===== src/rtl/code_entry_sequencer.sv =====
// -----------------------------------------------------------------------------
// code_entry_sequencer
//
// Keypad-side front end for the four-digit combination lock. Collects 3-bit
// digits one per strobe into a 12-bit code, issues one-cycle save/check strobes
// to the lock core, waits for the core's verdict, counts consecutive failed
// checks and enforces a timed lockout after MAX_TRIES failures.
//
// Optional feature: define ENTRY_TIMEOUT_EN to discard a partial entry after
// TIMEOUT_CYCLES idle cycles. Without it, partial entries persist until
// key_clear, a strobe or reset.
//
// Parameters
//   MAX_TRIES       consecutive failed checks that trigger lockout (1..7)
//   LOCK_CYCLES     lockout duration in clk cycles (>= 1)
//   TIMEOUT_CYCLES  idle cycles before a partial entry is discarded
//
// Ports
//   clk           system clock, rising edge
//   rst           synchronous active-high reset
//   key_valid     one-cycle digit strobe, key_digit sampled with it
//   key_digit     3-bit digit value
//   key_clear     discard the current entry
//   key_save      program the entered code (needs four digits)
//   key_check     test the entered code (needs four digits)
//   result_valid  lock core verdict strobe (only honoured in WAIT)
//   result_match  verdict: 1 = code matched
//   code          assembled code, first digit in [2:0], fourth in [11:9]
//   count         digits entered, 0..4
//   save_stb      one-cycle program strobe to the lock core
//   check_stb     one-cycle compare strobe to the lock core
//   fail_cnt      consecutive failed checks
//   locked        lockout active
//   busy          high in STROBE, WAIT and LOCKED
// -----------------------------------------------------------------------------
module code_entry_sequencer #(
  parameter int unsigned MAX_TRIES      = 3,
  parameter int unsigned LOCK_CYCLES    = 1000,
  parameter int unsigned TIMEOUT_CYCLES = 5000
) (
  input  logic        clk,
  input  logic        rst,
  input  logic        key_valid,
  input  logic [2:0]  key_digit,
  input  logic        key_clear,
  input  logic        key_save,
  input  logic        key_check,
  input  logic        result_valid,
  input  logic        result_match,
  output logic [11:0] code,
  output logic [2:0]  count,
  output logic        save_stb,
  output logic        check_stb,
  output logic [2:0]  fail_cnt,
  output logic        locked,
  output logic        busy
);

  typedef enum logic [1:0] {
    ST_ENTRY  = 2'd0,
    ST_STROBE = 2'd1,
    ST_WAIT   = 2'd2,
    ST_LOCKED = 2'd3
  } state_t;

  // Timer holds LOCK_CYCLES-1 down to 0, so clog2(LOCK_CYCLES) bits suffice.
  localparam int unsigned TW = (LOCK_CYCLES > 1) ? $clog2(LOCK_CYCLES) : 1;
  localparam logic [TW-1:0] LOCK_LOAD = TW'(LOCK_CYCLES - 1);
  localparam logic [3:0]    MAX_TRIES_W = 4'(MAX_TRIES);

  state_t        state_q, state_d;
  logic          is_check_q, is_check_d;   // strobe type latched for STROBE
  logic [11:0]   code_q, code_d;
  logic [2:0]    count_q, count_d;
  logic [2:0]    fail_q, fail_d;
  logic [TW-1:0] timer_q, timer_d;

`ifdef ENTRY_TIMEOUT_EN
  localparam int unsigned IW = $clog2(TIMEOUT_CYCLES + 1);
  localparam logic [IW-1:0] IDLE_LAST = IW'(TIMEOUT_CYCLES - 1);
  logic [IW-1:0] idle_q, idle_d;
`endif

  // ---------------------------------------------------------------------------
  // Next-state and datapath logic
  // ---------------------------------------------------------------------------
  always_comb begin
    // NOTE: every variable gets a default before the case so no path can
    // leave it unassigned and infer a latch.
    state_d    = state_q;
    is_check_d = is_check_q;
    code_d     = code_q;
    count_d    = count_q;
    fail_d     = fail_q;
    timer_d    = timer_q;

    unique case (state_q)
      ST_ENTRY: begin
        // One request per cycle: clear > save > check > digit.
        if (key_clear) begin
          code_d  = '0;
          count_d = '0;
        end else if (key_save && count_q == 3'd4) begin
          state_d    = ST_STROBE;
          is_check_d = 1'b0;
        end else if (key_check && count_q == 3'd4) begin
          state_d    = ST_STROBE;
          is_check_d = 1'b1;
        end else if (key_valid && count_q != 3'd4) begin
          code_d[3*int'(count_q[1:0]) +: 3] = key_digit;
          count_d = count_q + 3'd1;
        end
`ifdef ENTRY_TIMEOUT_EN
        else if (!key_valid && count_q != 3'd0 && idle_q == IDLE_LAST) begin
          code_d  = '0;
          count_d = '0;
        end
`endif
      end

      ST_STROBE: begin
        if (is_check_q) begin
          state_d = ST_WAIT;          // code stays held for the compare
        end else begin
          state_d = ST_ENTRY;
          code_d  = '0;
          count_d = '0;
        end
      end

      ST_WAIT: begin
        if (result_valid) begin
          code_d  = '0;
          count_d = '0;
          if (result_match) begin
            fail_d  = '0;
            state_d = ST_ENTRY;
          end else if (({1'b0, fail_q} + 4'd1) < MAX_TRIES_W) begin
            fail_d  = fail_q + 3'd1;
            state_d = ST_ENTRY;
          end else begin
            fail_d  = MAX_TRIES_W[2:0];
            timer_d = LOCK_LOAD;
            state_d = ST_LOCKED;
          end
        end
      end

      ST_LOCKED: begin
        // Entered with LOCK_CYCLES-1 and left after the cycle at 0, so locked
        // is high for exactly LOCK_CYCLES cycles.
        if (timer_q == '0) begin
          fail_d  = '0;
          state_d = ST_ENTRY;
        end else begin
          timer_d = timer_q - 1'b1;
        end
      end

      default: state_d = ST_ENTRY;
    endcase
  end

`ifdef ENTRY_TIMEOUT_EN
  // Idle counter runs only while a partial entry sits in ENTRY; any key_valid,
  // an empty entry, a timeout clear or leaving ENTRY returns it to 0.
  always_comb begin
    idle_d = '0;
    if (state_q == ST_ENTRY && state_d == ST_ENTRY &&
        count_d != 3'd0 && !key_valid) begin
      idle_d = idle_q + 1'b1;
    end
  end
`endif

  // ---------------------------------------------------------------------------
  // State registers
  // ---------------------------------------------------------------------------
  // NOTE: sequential state uses non-blocking assignments so every register
  // samples the pre-edge values regardless of statement order.
  always_ff @(posedge clk) begin
    if (rst) begin
      state_q    <= ST_ENTRY;
      is_check_q <= 1'b0;
      code_q     <= '0;
      count_q    <= '0;
      fail_q     <= '0;
      timer_q    <= '0;
`ifdef ENTRY_TIMEOUT_EN
      idle_q     <= '0;
`endif
    end else begin
      state_q    <= state_d;
      is_check_q <= is_check_d;
      code_q     <= code_d;
      count_q    <= count_d;
      fail_q     <= fail_d;
      timer_q    <= timer_d;
`ifdef ENTRY_TIMEOUT_EN
      idle_q     <= idle_d;
`endif
    end
  end

  // ---------------------------------------------------------------------------
  // Outputs: decoded from registered state, so they are glitch-free per cycle.
  // ---------------------------------------------------------------------------
  assign code      = code_q;
  assign count     = count_q;
  assign fail_cnt  = fail_q;
  assign save_stb  = (state_q == ST_STROBE) && !is_check_q;
  assign check_stb = (state_q == ST_STROBE) &&  is_check_q;
  assign locked    = (state_q == ST_LOCKED);
  assign busy      = (state_q != ST_ENTRY);

endmodule


===== config.mk =====
export PLATFORM = sky130hd
export DESIGN_NAME = code_entry_sequencer
export DESIGN_NICKNAME = d
export VERILOG_FILES = /design/src/rtl/code_entry_sequencer.sv
export SDC_FILE = /design/constraint.sdc
export NUM_CORES = 1
export LEC_CHECK = 0
export BUFFER_PORTS_ARGS = -buffer_cell sky130_fd_sc_hd__clkbuf_2
export CORE_MARGIN = 2
export CORE_UTILIZATION = 49
export CTS_CLUSTER_SIZE = 20
export DETAILED_ROUTE_END_ITERATION = 10
export GPL_TIMING_DRIVEN = 0
export HOLD_SLACK_MARGIN = 0.06
export MAX_ROUTING_LAYER = met4
export PLACE_DENSITY_LB_ADDON = 0.1
export SYNTH_ARGS = -nofsm -noshare
export SYNTH_HDL_FRONTEND = slang
export SYNTH_SLANG_ARGS = --single-unit

===== constraint.sdc =====
create_clock -name clk -period 2.1 [get_ports clk]
set_input_delay 0 -clock clk [delete_from_list [all_inputs] [get_ports clk]]
set_output_delay 0 -clock clk [all_outputs]
set_load 0.02 [all_outputs]

# --- Word-level counts from Yosys, hierarchy flattened ---
# Cells that the tools add are included.
word_totals:
  regBits: 31
  latchBits: 0
  ramBits: 0
  rom_bits: 0
  inputBits: 11
  output_inout_bits: 22
  elab_cells: 85
  mem_count: 0
classes:
  n_addsub: 5
  mul: 1
  n_div: 0
  order_cmp: 1
  eq_ne: 16
  n_shift: 2
  n_mux: 36
  bitwise_logic: 1
  reduce_logical: 17
op_table:
  columns: ["op", "count"]
  rows:
  - ["$mux 12", 6]
  - ["$mux 10", 4]
  - ["$pmux 12 s3", 1]
  - ["$neg 4->33", 1]
  - ["$shift 3x33->12 const A", 1]
  - ["$shiftx 3x33->12", 1]
  - ["$mux 3", 10]
  - ["$pmux 10 s2", 1]
  - ["$mux 2", 8]
  - ["$ne 3x3->1 const B", 5]
  - ["$bwmux 12", 1]
  - ["$ne 2x2->1 const B", 6]
  - ["$logic_not 10->1", 1]
  - ["$sub 10x1->10 const B", 1]
  - ["$pmux 3 s3", 1]
  - ["$pmux 2 s4", 1]
  - ["$add 3x1->3 const B", 2]
  - ["$pmux 3 s2", 1]
  - ["$reduce_and 3->1", 2]
  - ["$reduce_and 6->1", 1]
  - ["$reduce_bool 2->1", 3]
  - ["$logic_and 1x1->1", 5]
  - ["$reduce_and 5->1", 1]
  - ["$add 3x1->4 const B", 1]
  - ["other kinds (12)", 14]

# --- Logic depth before layout (Yosys ltp) ---
# Gate-level depths: netlist (run 1).
depth:
  word_depth: 9
  depth_mapped: 9
  depth_no_buf: 8

# --- Least setup slack after synthesis (run 1) ---
# OpenSTA, ideal clock, no wires.
synth_timing:
  path_kind: "register -> register"
  from: "register count_q[0] (netlist: count[0])"
  to: "register code_q[3] (netlist: code[3])"
  setup_ns: 0.117
  arrival_ns: 2.201
  path_slack_ns: -0.218
  path_stages_with_launch: 8
  period_less_slack_ns: 2.318
  cell_sequence: "dfxtp_1 -> inv_1 -> ha_1 -> a21bo_2 -> a2111oi_1 -> buf_2 -> a21oi_1 -> a22o_1"
synth_between:
  elab_chain_cells: 9
synth_lines:
  columns: ["item", "line", "text"]
  rows:
  - ["start, declared", "74", "logic [2:0] count_q, count_d;"]
  - ["start signal, assigned", "196", "count_q <= count_d;"]
  - ["$mul 2x2->4", "110", "code_d[3*int'(count_q[1:0]) +: 3] = key_digit;"]
  - ["$neg 4->33", "110", null]
  - ["$shiftx 3x33->12 / $shift 3x33->12 (equally long branches)", "110", null]
  - ["$bwmux 12", "110", null]
  - ["$mux 12", "109", "end else if (key_valid && count_q != 3'd4) begin"]
  - ["$mux 12", "106", "end else if (key_check && count_q == 3'd4) begin"]
  - ["$mux 12", "103", "end else if (key_save && count_q == 3'd4) begin"]
  - ["$mux 12", "100", "if (key_clear) begin"]
  - ["$pmux 12 s3", "97", "unique case (state_q)"]
  - ["end signal, assigned", "195", "code_q <= code_d;"]
  - ["end, declared", "73", "logic [11:0] code_q, code_d;"]
# Several ways; a longest one is shown, not always the timed one. The select of a mux whose other input is x is not followed.
# A chain may end at the register's enable or synchronous reset.

# --- Worst setup path in the final report (run 1) ---
layout_timing:
  from: "register timer_q[1]"
  to: "register timer_q[3]"
layout_between:
  elab_chain_cells: 3
layout_lines:
  columns: ["item", "line", "text"]
  rows:
  - ["start, declared", "76", "logic [TW-1:0] timer_q, timer_d;"]
  - ["start signal, assigned", "198", "timer_q <= timer_d;"]
  - ["$sub 10x1->10 / $logic_not 10->1 (equally long branches)", "156, 152", null]
  - ["$mux 10 / $ne 2x2->1 (equally long branches)", null, null]
  - ["$pmux 10 s2 / $reduce_and 5->1 (equally long branches)", null, null]
# Several ways; a longest one is shown, not always the timed one. The select of a mux whose other input is x is not followed.

==> metrics.md, run 1 <==
| Metric | Value |
|---|---|
| CTS tree | `built` |
| # DRC | `0` |
| Post-synth top flop | `dfxtp_1` |
| Multiplexer share of the synthesized area | `less than 1%` |
| I/O pin cnt | `33` |
| Leak | `0.945 nW` |
| Area of the core | `3340 µm²` |
| Clock Path Buffers | `2` |
| XOR/XNOR share of the synthesized area | `0%` |
| Pint | `0.000957 W` |
| Placed insts | `282` |
| Wire per inst | `about 13 µm` |
| Rows | `21` |
| Final setup violation count | `0` |
| Tcrit/Tclk final | `~95%` |
| Fin cells | `between 300 and 400` |
| Sink Count | `31` |
| CP arrival | `approximately 2300 ps` |
| Reg power frac | `between 40% and 50%` |
| Register area share after synthesis | `between 30% and 40%` |
| Post-Synth Simple-Gate Area | `21.5%` |
| Yosys reg bits | `31` |
| Synth cell count leaders | `dfxtp_1, a21oi_1, nand2_1` |
| DR vias | `1703` |
| Die Wd | `62.8 µm` |
| Number of global-route vias before repair | `approximately 1.6k` |
| Clock share of power | `around 39%` |
| Detail Route Antenna Nets | `0` |
| Most common cell in the synthesized netlist | `dfxtp_1` |
| EDFF count, synth | `0` |
| Initial antenna violation count | `0` |
| Grt total ovfl | `0` |
| Tightest Pin Transition | `577 ps` |
| Top post-synthesis cells by area | `dfxtp_1, ha_1, a21oi_1` |
| Critical Path Sink Type | `flop` |
| I/O Buffers | `32` |
| Sw frac | `~26%` |
| Run status | `finished clean` |
| Post-Syn Area | `around 1700 µm²` |
| Die Ht | `between 60 and 70 µm` |
| Initial core utilization | `between 50% and 60%` |
| CTS root buf | `clkbuf_4` |
| IR drop worst, VDD | `between 300 and 400 µV` |
| Tot GR Track Use | `a little under a quarter` |
| Fmax achieved | `0.500 GHz` |
| CP startpoint kind | `flop` |
| Drt total wl | `between 4 and 5 mm` |
| Synth async-reset ratio | `0%` |
| Clk slew on worst S/H paths | `around 100 ps` |
| Max Cap Violations | `0` |
| YS warnings | `0` |
| Vias per Instance | `approximately 5.5` |
| PD cells | `about 570 nW/µm²` |
| Largest family of logic cells by synthesized area | `compound AO/OA/AOI/OAI gates` |
| Compound-Gate Fraction of Synth Area | `a little over a quarter` |
| Worst path required time | `2360 ps` |
| Post-Synth Adder-Cell Area | `about 9%` |
| Antenna cells | `0` |
| Crit path time final | `between 1500 and 2000 ps` |
| Worst clock skew | `about 13 ps` |
| Worst Hold Class | `input port to flop` |
| Setup Crit Path Kind | `flop to flop` |
| Layout cells sized above 1 | `31.2%` |
| Largest net degree at the start of global routing | `11` |
| Power Total | `0.00129 W` |
| Combinational Power Share | `14.2%` |
| Top cell type's share of synthesized area | `between 30% and 40%` |
| CTS buffer count | `5` |
| Initial DRC Count | `between 60 and 70` |
| Post-Syn Instances | `between 200 and 250` |
| Synth-to-layout area growth | `33.9%` |
| Htree depth | `2` |
| Sw power | `0.000330 W` |
| 1st-pass router iterations | `4` |
| CP Max Fanout | `4` |
| Rel. slew slack | `about three fifths` |
| Hpwl dp | `around 2.8 mm` |
| Final count of hold timing violations | `0` |
| Syn Area/Cell | `just over 8 µm²` |
| Worst-Skew Late Latency | `340 ps` |
| Library cells used by synthesis | `44` |
| Net Count, Synth | `approximately 230` |
| Die ar. | `about 3900 µm²` |
| Final Net Count | `roughly 290` |
| First-pass GRT wire length | `just under 7 mm` |
| Synth area leader | `dfxtp_1` |
| Final Wtd Congestion | `slightly below 0.9` |
| Fin. max-slew vios | `0` |
stage by stage:
| stage | hold WS, ps | worst slack (ps) | TNS (ps) | instance area [µm²] | utilization (%) |
|---|---|---|---|---|---|
| after global routing | 253 | -15.3 | -52.1 | 2270 | 68.0 |
| after detailed placement | 208 | -151 | -1450 | 1920 | 57.6 |
| after CTS | 223 | 1.62 | 0 | 2150 | 64.3 |
| after global placement | 205 | -158 | -1490 | 1920 | 57.6 |
| final | 239 | 102 | 0 | 2270 | 68.0 |
| after floorplan | 96.6 | 16.9 | 0 | 1700 | - |
sequential cells by signal, summed over array words and instances (netlist names):
signal	cells
fail_cnt	3
code	12
state_q	2
is_check_q	1
count	3
timer_q	10
critical path: stages, from the launching register on:
cell	delay [ps]
dfxtp_2	350
inv_2	40
ha_4	160
nor4b_4	130
and3_1	160
buf_6	110
or4_4	410
or4_1	410
a31oi_1	160
worst paths after layout:
check / from / end / slack (ps) / cells after the start
setup reg to reg: timer_q[1]$_SDFFE_PP0P_ / timer_q[3]$_SDFFE_PP0P_ / 100 / 8
setup / recovery: timer_q[1]$_SDFFE_PP0P_ / timer_q[3]$_SDFFE_PP0P_ / 100 / 8
hold reg to reg: code[11]$_SDFFE_PP0P_ / code[11]$_SDFFE_PP0P_ / 460 / 2
hold / removal: result_valid / state_q[0]$_SDFFE_PP0P_ / 240 / 5
kinds of logic after synthesis:
group,count (synthesis)
flops,31
simple gates,69
buf+inv,22
compound gates,69
fa+ha+maj,12
mux,1
what timing repair did:
action / CTS / global route
endpoints found under the hold margin: 20 / 0
gates resized for setup: 9 / 22
setup buffers: 3 / 8
hold buffers: 8 / 0
cloned: 0 / 0
endpoints found under the setup margin: 16 / 26
pin swaps: 0 / 4
layer usage:
layer	track usage [%]	wire length (µm)
met4	6.67	65
met2	35.2	1850
met5	-	0
met1	28.8	2080
met3	5.95	156
area by class of cell:
| cell class | count | area (µm²) |
|---|---|---|
| inverters | 14 | 56.3 |
| multi-input cells | 151 | 1070 |
| flip-flops and latches | 31 | 631 |
| well taps | 46 | 57.6 |
| fillers | 306 | 1070 |
| repair buffers | 51 | 323 |
| clock inverters | 2 | 35.0 |
| plain buffers | 8 | 45.0 |
| clock buffers | 6 | 51.3 |
cell usage in the layout (no fill, tap or decap), drive strengths merged, types with 11 or more instances in the layout:
cell	n
nand3	11
nand2	17
dfxtp	31
buf	14
ha	12
clkbuf	43
nor2	11
inv	13
a21oi	22
o21ai	11
power by group through the flow:
stage | logic [W] | registers [W] | clock network [W]
finish | 0.000183 | 0.000604 | 0.000500
CTS | 0.000155 | 0.000604 | 0.000514
detailed placement | 0.000138 | 0.000618 | 0
global placement | 0.000139 | 0.000617 | 0
floorplan | 0.0000866 | 0.000623 | 0
global route | 0.000201 | 0.000606 | 0.000536
Note: power is estimated with default switching activity, not from simulation.
==> inputs of run 2 (changes only) <==
- ABC_AREA: unset -> 1
- CORE_UTILIZATION: 49 -> 50
==> metrics.md, run 2 <==
| Metric | Value |
|---|---|
| Net Count, Synth | `between 300 and 400` |
| Leak | `approximately 1.1 nW` |
| Antenna cells | `0` |
| Tot GR Track Use | `~22%` |
| Die Wd | `66.1 µm` |
| M1 wire length | `roughly 2.0 mm` |
| Leading cell type in the layout, fill and taps excluded | `nand2_1` |
| Power Total | `between 0.001 and 0.0015 W` |
| Hpwl dp | `3.23 mm` |
| Fin. max-slew vios | `0` |
| Crit-path most repeated cell | `nand2_1` |
| Initial DRC Count | `129` |
| Tcrit/Tclk final | `just under 90%` |
| Yosys reg bits | `31` |
| Most common cell in the synthesized netlist | `nand2_1` |
| Clock share of power | `a little over a third` |
| Reg power frac | `between 40% and 50%` |
| CP max-delay cell | `dfxtp_2` |
| I/O pin cnt | `33` |
| Pint | `between 0.0009 and 0.001 W` |
| Fmax achieved | `between 0.5 and 0.6 GHz` |
| 1st-pass router iterations | `4` |
| Final setup violation count | `0` |
| Setup Crit Path Kind | `flop to flop` |
| Post-synth top flop | `dfxtp_1` |
| Sum Neg Setup Slack | `0 ps` |
| Crit path time final | `roughly 1800 ps` |
| Met3 routed WL | `around 160 µm` |
| I/O Buffers | `31` |
| Sw frac | `30.5%` |
| Clock Path Buffers | `2` |
| Rows | `22` |
| EDFF count, synth | `0` |
| Largest net degree at the start of global routing | `11` |
| WL met2 | `2.11 mm` |
| Clk slew on worst S/H paths | `70 ps` |
| Library cells used by synthesis | `29` |
| CTS buffer count | `5` |
| First-pass GRT wire length | `between 7 and 8 mm` |
| Max Cap Violations | `0` |
| Sink Count | `31` |
| Syn Area/Cell | `~6.4 µm²` |
| Area of the core | `around 3700 µm²` |
| Worst-Skew Late Latency | `about 290 ps` |
| Post-Syn Instances | `300` |
| Rel. slew slack | `about three fifths` |
| Final Wtd Congestion | `roughly 0.9` |
| Number of flip-flops under the largest register name | `12` |
| Worst-path cell chain | `inv_1, ha_1, buf_2, nand2_1, nand2_1, nand2_1, nand2_2, inv_2, o21ai_2, o21ai_0, nor2_1` |
| Vias per Instance | `5.00` |
| PD cells | `around 590 nW/µm²` |
| RSZ-0062 raised after global routing | `false` |
| Initial antenna violation count | `0` |
| Top layer in use | `met4` |
| CP startpoint kind | `flop` |
| Top cell type's share of synthesized area | `between 30% and 40%` |
| CP arrival | `2000 ps` |
| Top post-synthesis cells by area | `dfxtp_1, nand2_1, nor2_1` |
| Layout cells sized above 1 | `between 10% and 20%` |
| Fillers | `~370` |
| IR drop worst, VDD | `379 µV` |
| Max stage delay on crit path | `~400 ps` |
| Initial core utilization | `52.3%` |
| DR vias | `between 1.5k and 2k` |
| Number of global-route vias before repair | `~1.8k` |
| Final Net Count | `362` |
| CP Max Fanout | `10` |
| # DRC | `0` |
| Synth cell count leaders | `nand2_1, nor2_1, inv_1` |
| Combinational Power Share | `about 18%` |
| # Post-CTS Setup Buffers | `0` |
| Worst Hold Class | `input port to flop` |
| Post-Syn Area | `1930 µm²` |
| Wire per inst | `approximately 11 µm` |
| Final count of hold timing violations | `0` |
| Critical Path Sink Type | `flop` |
| Worst clock skew | `between 10 and 15 ps` |
| CTS tree | `built` |
| Grt total ovfl | `0` |
| Synth area leader | `dfxtp_1` |
| Most frequent cells in the layout | `nand2_1, nor2_1, inv_1` |
| Tightest Pin Transition | `roughly 570 ps` |
| Die Ht | `66.1 µm` |
| Worst path required time | `between 2000 and 2500 ps` |
| Sw power | `0.000402 W` |
| Detail Route Antenna Nets | `0` |
| YS warnings | `0` |
| Synth-to-layout area growth | `15.9%` |
| CP top delay family | `buffers and inverters` |
| CTS root buf | `clkbuf_8` |
| Die ar. | `4370 µm²` |
| Synth async-reset ratio | `0%` |
| Run status | `finished clean` |
| Drt total wl | `4.34 mm` |
| Worst path buffer plus inverter count | `3` |
| Htree depth | `2` |
| Register area share after synthesis | `~32%` |
-- run 2: changes by cell type after synthesis, moves of 5 or more --
| cell | delta |
|---|---|
| a211oi_1 | -5 |
| a22o_1 | -6 |
| inv_1 | +30 |
| nand2_1 | +44 |
| nand3_1 | +13 |
| nor2_1 | +35 |
| o21a_1 | -5 |
| o31ai_1 | -5 |
-- run 2: layer usage --
metal  track usage, %  vias up
met5                -        -
li1                 -     1032
met2             37.5       33
met4             10.7        0
met1             26.0      866
met3             4.09        8
-- run 2: through the flow --
step / setup slack [ps] / util, % / hold WS, ps / instances / instance area, µm²
final: 280 / 60.7 / 61.0 / 388 / 2240
after global routing: 42.2 / 60.7 / 96.0 / 388 / 2240
after CTS: 154 / 60.7 / 61.9 / 388 / 2240
after detailed placement: 176 / 58.2 / 333 / 379 / 2150
after global placement: 171 / 58.2 / 336 / 379 / 2150
after floorplan: 271 / - / 211 / 300 / 1930
-- run 2: worst paths after layout --
path                         start                       end  slack (ps)  depth (start not counted)
min                   result_match  fail_cnt[0]$_SDFFE_PP0P_          60                          4
min reg2reg   code[3]$_SDFFE_PP0P_      code[3]$_SDFFE_PP0P_         460                          2
max reg2reg  count[0]$_SDFFE_PP0P_      code[6]$_SDFFE_PP0P_         280                         11
max          count[0]$_SDFFE_PP0P_      code[6]$_SDFFE_PP0P_         280                         11
-- run 2: cell type report --
class	count	area, µm²	area share (%)
multi-input cells	215	1090	48.8
repair buffers	32	165	7.38
clock inverters	1	5.00	0.224
plain buffers	7	41.3	1.84
flip-flops and latches	31	622	27.8
well taps	48	60.1	2.68
inverters	47	176	7.88
clock buffers	7	76.3	3.41
-- run 2: logic make-up (layout without fill, tap and decap cells) --
group	after synthesis	count (layout)	synth area share (%)
AND/OR/NAND/NOR	157	157	35.6
buffers and inverters	54	94	11.3
AO/OA/AOI/OAI	45	45	12.8
flip-flops	31	31	32.1
adder cells (fa/ha/maj)	12	12	7.78
XOR/XNOR	1	1	0.454
-- run 2: worst register-to-register path: cells and delay by family (launching register included) --
family	cells	cell delay [ps]
and+or+nand+nor	5	360
DFF	1	400
AOI/OAI and AO/OA	2	270
adders and majority gates	1	210
buffers and inverters	3	480
-- run 2: power groups by stage --
stage	Sequential, W	Combinational (W)	Clock, W
2_1_floorplan	0.000659	0.000146	0
3_3_place_gp	0.000638	0.000231	0
3_5_place_dp	0.000639	0.000233	0
4_1_cts	0.000626	0.000237	0.000473
5_1_grt	0.000630	0.000266	0.000496
6_report	0.000626	0.000235	0.000457
-- run 2: what timing repair did --
item	4_1_cts	5_1_grt
setup endpoints to repair	0	13
resized for setup	0	1
hold buffers	1	0
hold endpoints to repair	1	0
==> inputs of run 3 (changes only) <==
- CTS_CLUSTER_SIZE: 20 -> 14
- SETUP_SLACK_MARGIN: unset -> 0.4
==> metrics.md, run 3 (same netlist as run 2, synthesis figures left out) <==
| Metric | Value |
|---|---|
| Clock Path Buffers | `2` |
| Worst clock skew | `6.90 ps` |
| Register area | `between 600 and 700 µm²` |
| # DRC | `0` |
| Wire per inst | `12.1 µm` |
| Largest net degree at the start of global routing | `11` |
| Power Total | `approximately 0.0014 W` |
| CP arrival | `~1900 ps` |
| First-pass GRT wire length | `between 7 and 8 mm` |
| Final Net Count | `between 300 and 400` |
| I/O Buffers | `31` |
| Die ar. | `4370 µm²` |
| Multi-input logic area | `approximately 1200 µm²` |
| Die Wd | `roughly 66 µm` |
| PD cells | `roughly 590 nW/µm²` |
| CP max-delay cell | `dfxtp_2` |
| Hpwl dp | `~3.2 mm` |
| Htree depth | `2` |
| Post-route cell area | `about 2400 µm²` |
| Max Cap Violations | `0` |
| Tot GR Track Use | `between 20 and 25%` |
| Fillers | `between 300 and 400` |
| Number of flip-flops under the largest register name | `12` |
| Fin. max-slew vios | `0` |
| Final Wtd Congestion | `just under 0.9` |
| Synth-to-layout area growth | `26.4%` |
| Most frequent cells in the layout | `nand2_1, nor2_1, inv_1` |
| Setup WS post-layout | `~450 ps` |
| Worst-path cell chain | `inv_1, ha_1, nand2_1, inv_1, nor3_2, nand2_4, nor2_1, nand3b_1, a21oi_1` |
| Worst path required time | `about 2300 ps` |
| Setup Crit Path Kind | `flop to flop` |
| Drt total wl | `approximately 4.8 mm` |
| Critical path launch point | `state_q[1]$_SDFFE_PP0P_` |
| Reg-to-Reg Start | `state_q[1]$_SDFFE_PP0P_` |
| CTS root buf | `clkbuf_8` |
| Worst Hold Class | `input port to flop` |
| IR drop worst, VDD | `roughly 360 µV` |
| Antenna cells | `0` |
| Area of the core | `roughly 3700 µm²` |
| Sum Neg Setup Slack | `0 ps` |
| I/O pin cnt | `33` |
| Leading cell type in the layout, fill and taps excluded | `nand2_1` |
| Initial core utilization | `~52%` |
| RSZ-0062 raised after global routing | `true` |
| Number of global-route vias before repair | `1789` |
| Rows | `22` |
| Critical Path Sink Type | `flop` |
| Detail Route Antenna Nets | `0` |
| Initial DRC Count | `slightly above 100` |
| Final count of hold timing violations | `0` |
| Die Ht | `66.1 µm` |
| Crit-path most repeated cell | `inv_1` |
| Grt total ovfl | `0` |
| CTS buffer count | `5` |
| Hold Startpoint | `result_match` |
| Critical Path End | `count[2]$_SDFFE_PP0P_` |
| CP startpoint kind | `flop` |
| Initial antenna violation count | `0` |
| CP Max Fanout | `6` |
| Clk slew on worst S/H paths | `70 ps` |
| Pre-CTS setup slack | `~260 ps` |
| DR vias | `approximately 2.0k` |
| Tightest Pin Transition | `between 600 and 700 ps` |
| Leak | `1.16 nW` |
| Vias per Instance | `slightly above 5` |
| Worst-Skew Late Latency | `slightly below 300 ps` |
| Layout cells sized above 1 | `26.3%` |
| Area after DPL | `roughly 2100 µm²` |
| Rel. slew slack | `59.9%` |
| Reg2reg setup slack | `approximately 450 ps` |
| Fmax achieved | `0.606 GHz` |
| 1st-pass router iterations | `5` |
| Tcrit/Tclk final | `about four fifths` |
| Crit path time final | `~1600 ps` |
| Max stage delay on crit path | `about 360 ps` |
| Sink Count | `31` |
| Run status | `finished clean` |
| Reg2Reg Depth | `9` |
| Final setup violation count | `0` |
| Worst flop-to-flop path endpoint | `count[2]$_SDFFE_PP0P_` |
| CTS tree | `built` |
run 3: per-layer routing:
| metal | global-route usage (%) | up-vias | wire length (µm) |
|---|---|---|---|
| met3 | 4.09 | 5 | 124 |
| li1 | - | 1053 | - |
| met5 | - | - | 0 |
| met2 | 38.4 | 28 | 2370 |
| met1 | 27.5 | 910 | 2200 |
| met4 | 7.65 | 0 | 57 |
run 3: how the worst min path moves through the flow:
stage	depth (start not counted)	slack, ps	end
final	4	70	fail_cnt[0]$_SDFFE_PP0P_
after global routing	4	110	fail_cnt[0]$_SDFFE_PP0P_
after CTS	5	80	code[0]$_SDFFE_PP0P_
after detailed placement	4	330	is_check_q$_SDFFE_PP0P_
after global placement	4	340	is_check_q$_SDFFE_PP0P_
after floorplan	3	210	is_check_q$_SDFFE_PP0P_
run 3: power breakdown:
| group | switching, W | internal [W] | leakage (nW) |
|---|---|---|---|
| combinational | 0.000203 | 0.000115 | 0.855 |
| sequential | 0.0000176 | 0.000610 | 0.254 |
| clock | 0.000226 | 0.000257 | 0.0470 |
| total | 0.000447 | 0.000982 | 1.16 |
run 3: critical path, delay by kind of cell, from the launching register on:
| family | cells | cell delay [ps] |
|---|---|---|
| simple gates | 5 | 730 |
| flops | 1 | 360 |
| fa+ha+maj | 1 | 200 |
| compound gates | 1 | 170 |
| buf+inv | 2 | 130 |
run 3: cell type report:
class                   count  area share [%]
multi-input cells         215            49.2
flip-flops and latches     31            25.8
repair buffers             39            8.92
inverters                  47            7.85
clock buffers               6            3.38
well taps                  48            2.46
plain buffers               7            2.10
clock inverters             1           0.205
run 3: repair_timing:
item / in CTS / in global routing
gates resized for setup: 9 / 38
pin swaps: 1 / 10
setup buffers: 1 / 6
hold buffers: 1 / 0
hold endpoints to repair: 1 / 0
endpoints found under the setup margin: 13 / 27
run 3: per-stage QoR:
| step | util [%] | hold slack (ps) | std cells |
|---|---|---|---|
| 5_1_grt | 66.1 | 112 | 394 |
| 3_3_place_gp | 58.2 | 335 | 379 |
| 6_report | 66.1 | 74.1 | 394 |
| 4_1_cts | 61.6 | 75.2 | 388 |
| 2_1_floorplan | - | 211 | 300 |
| 3_5_place_dp | 58.2 | 334 | 379 |
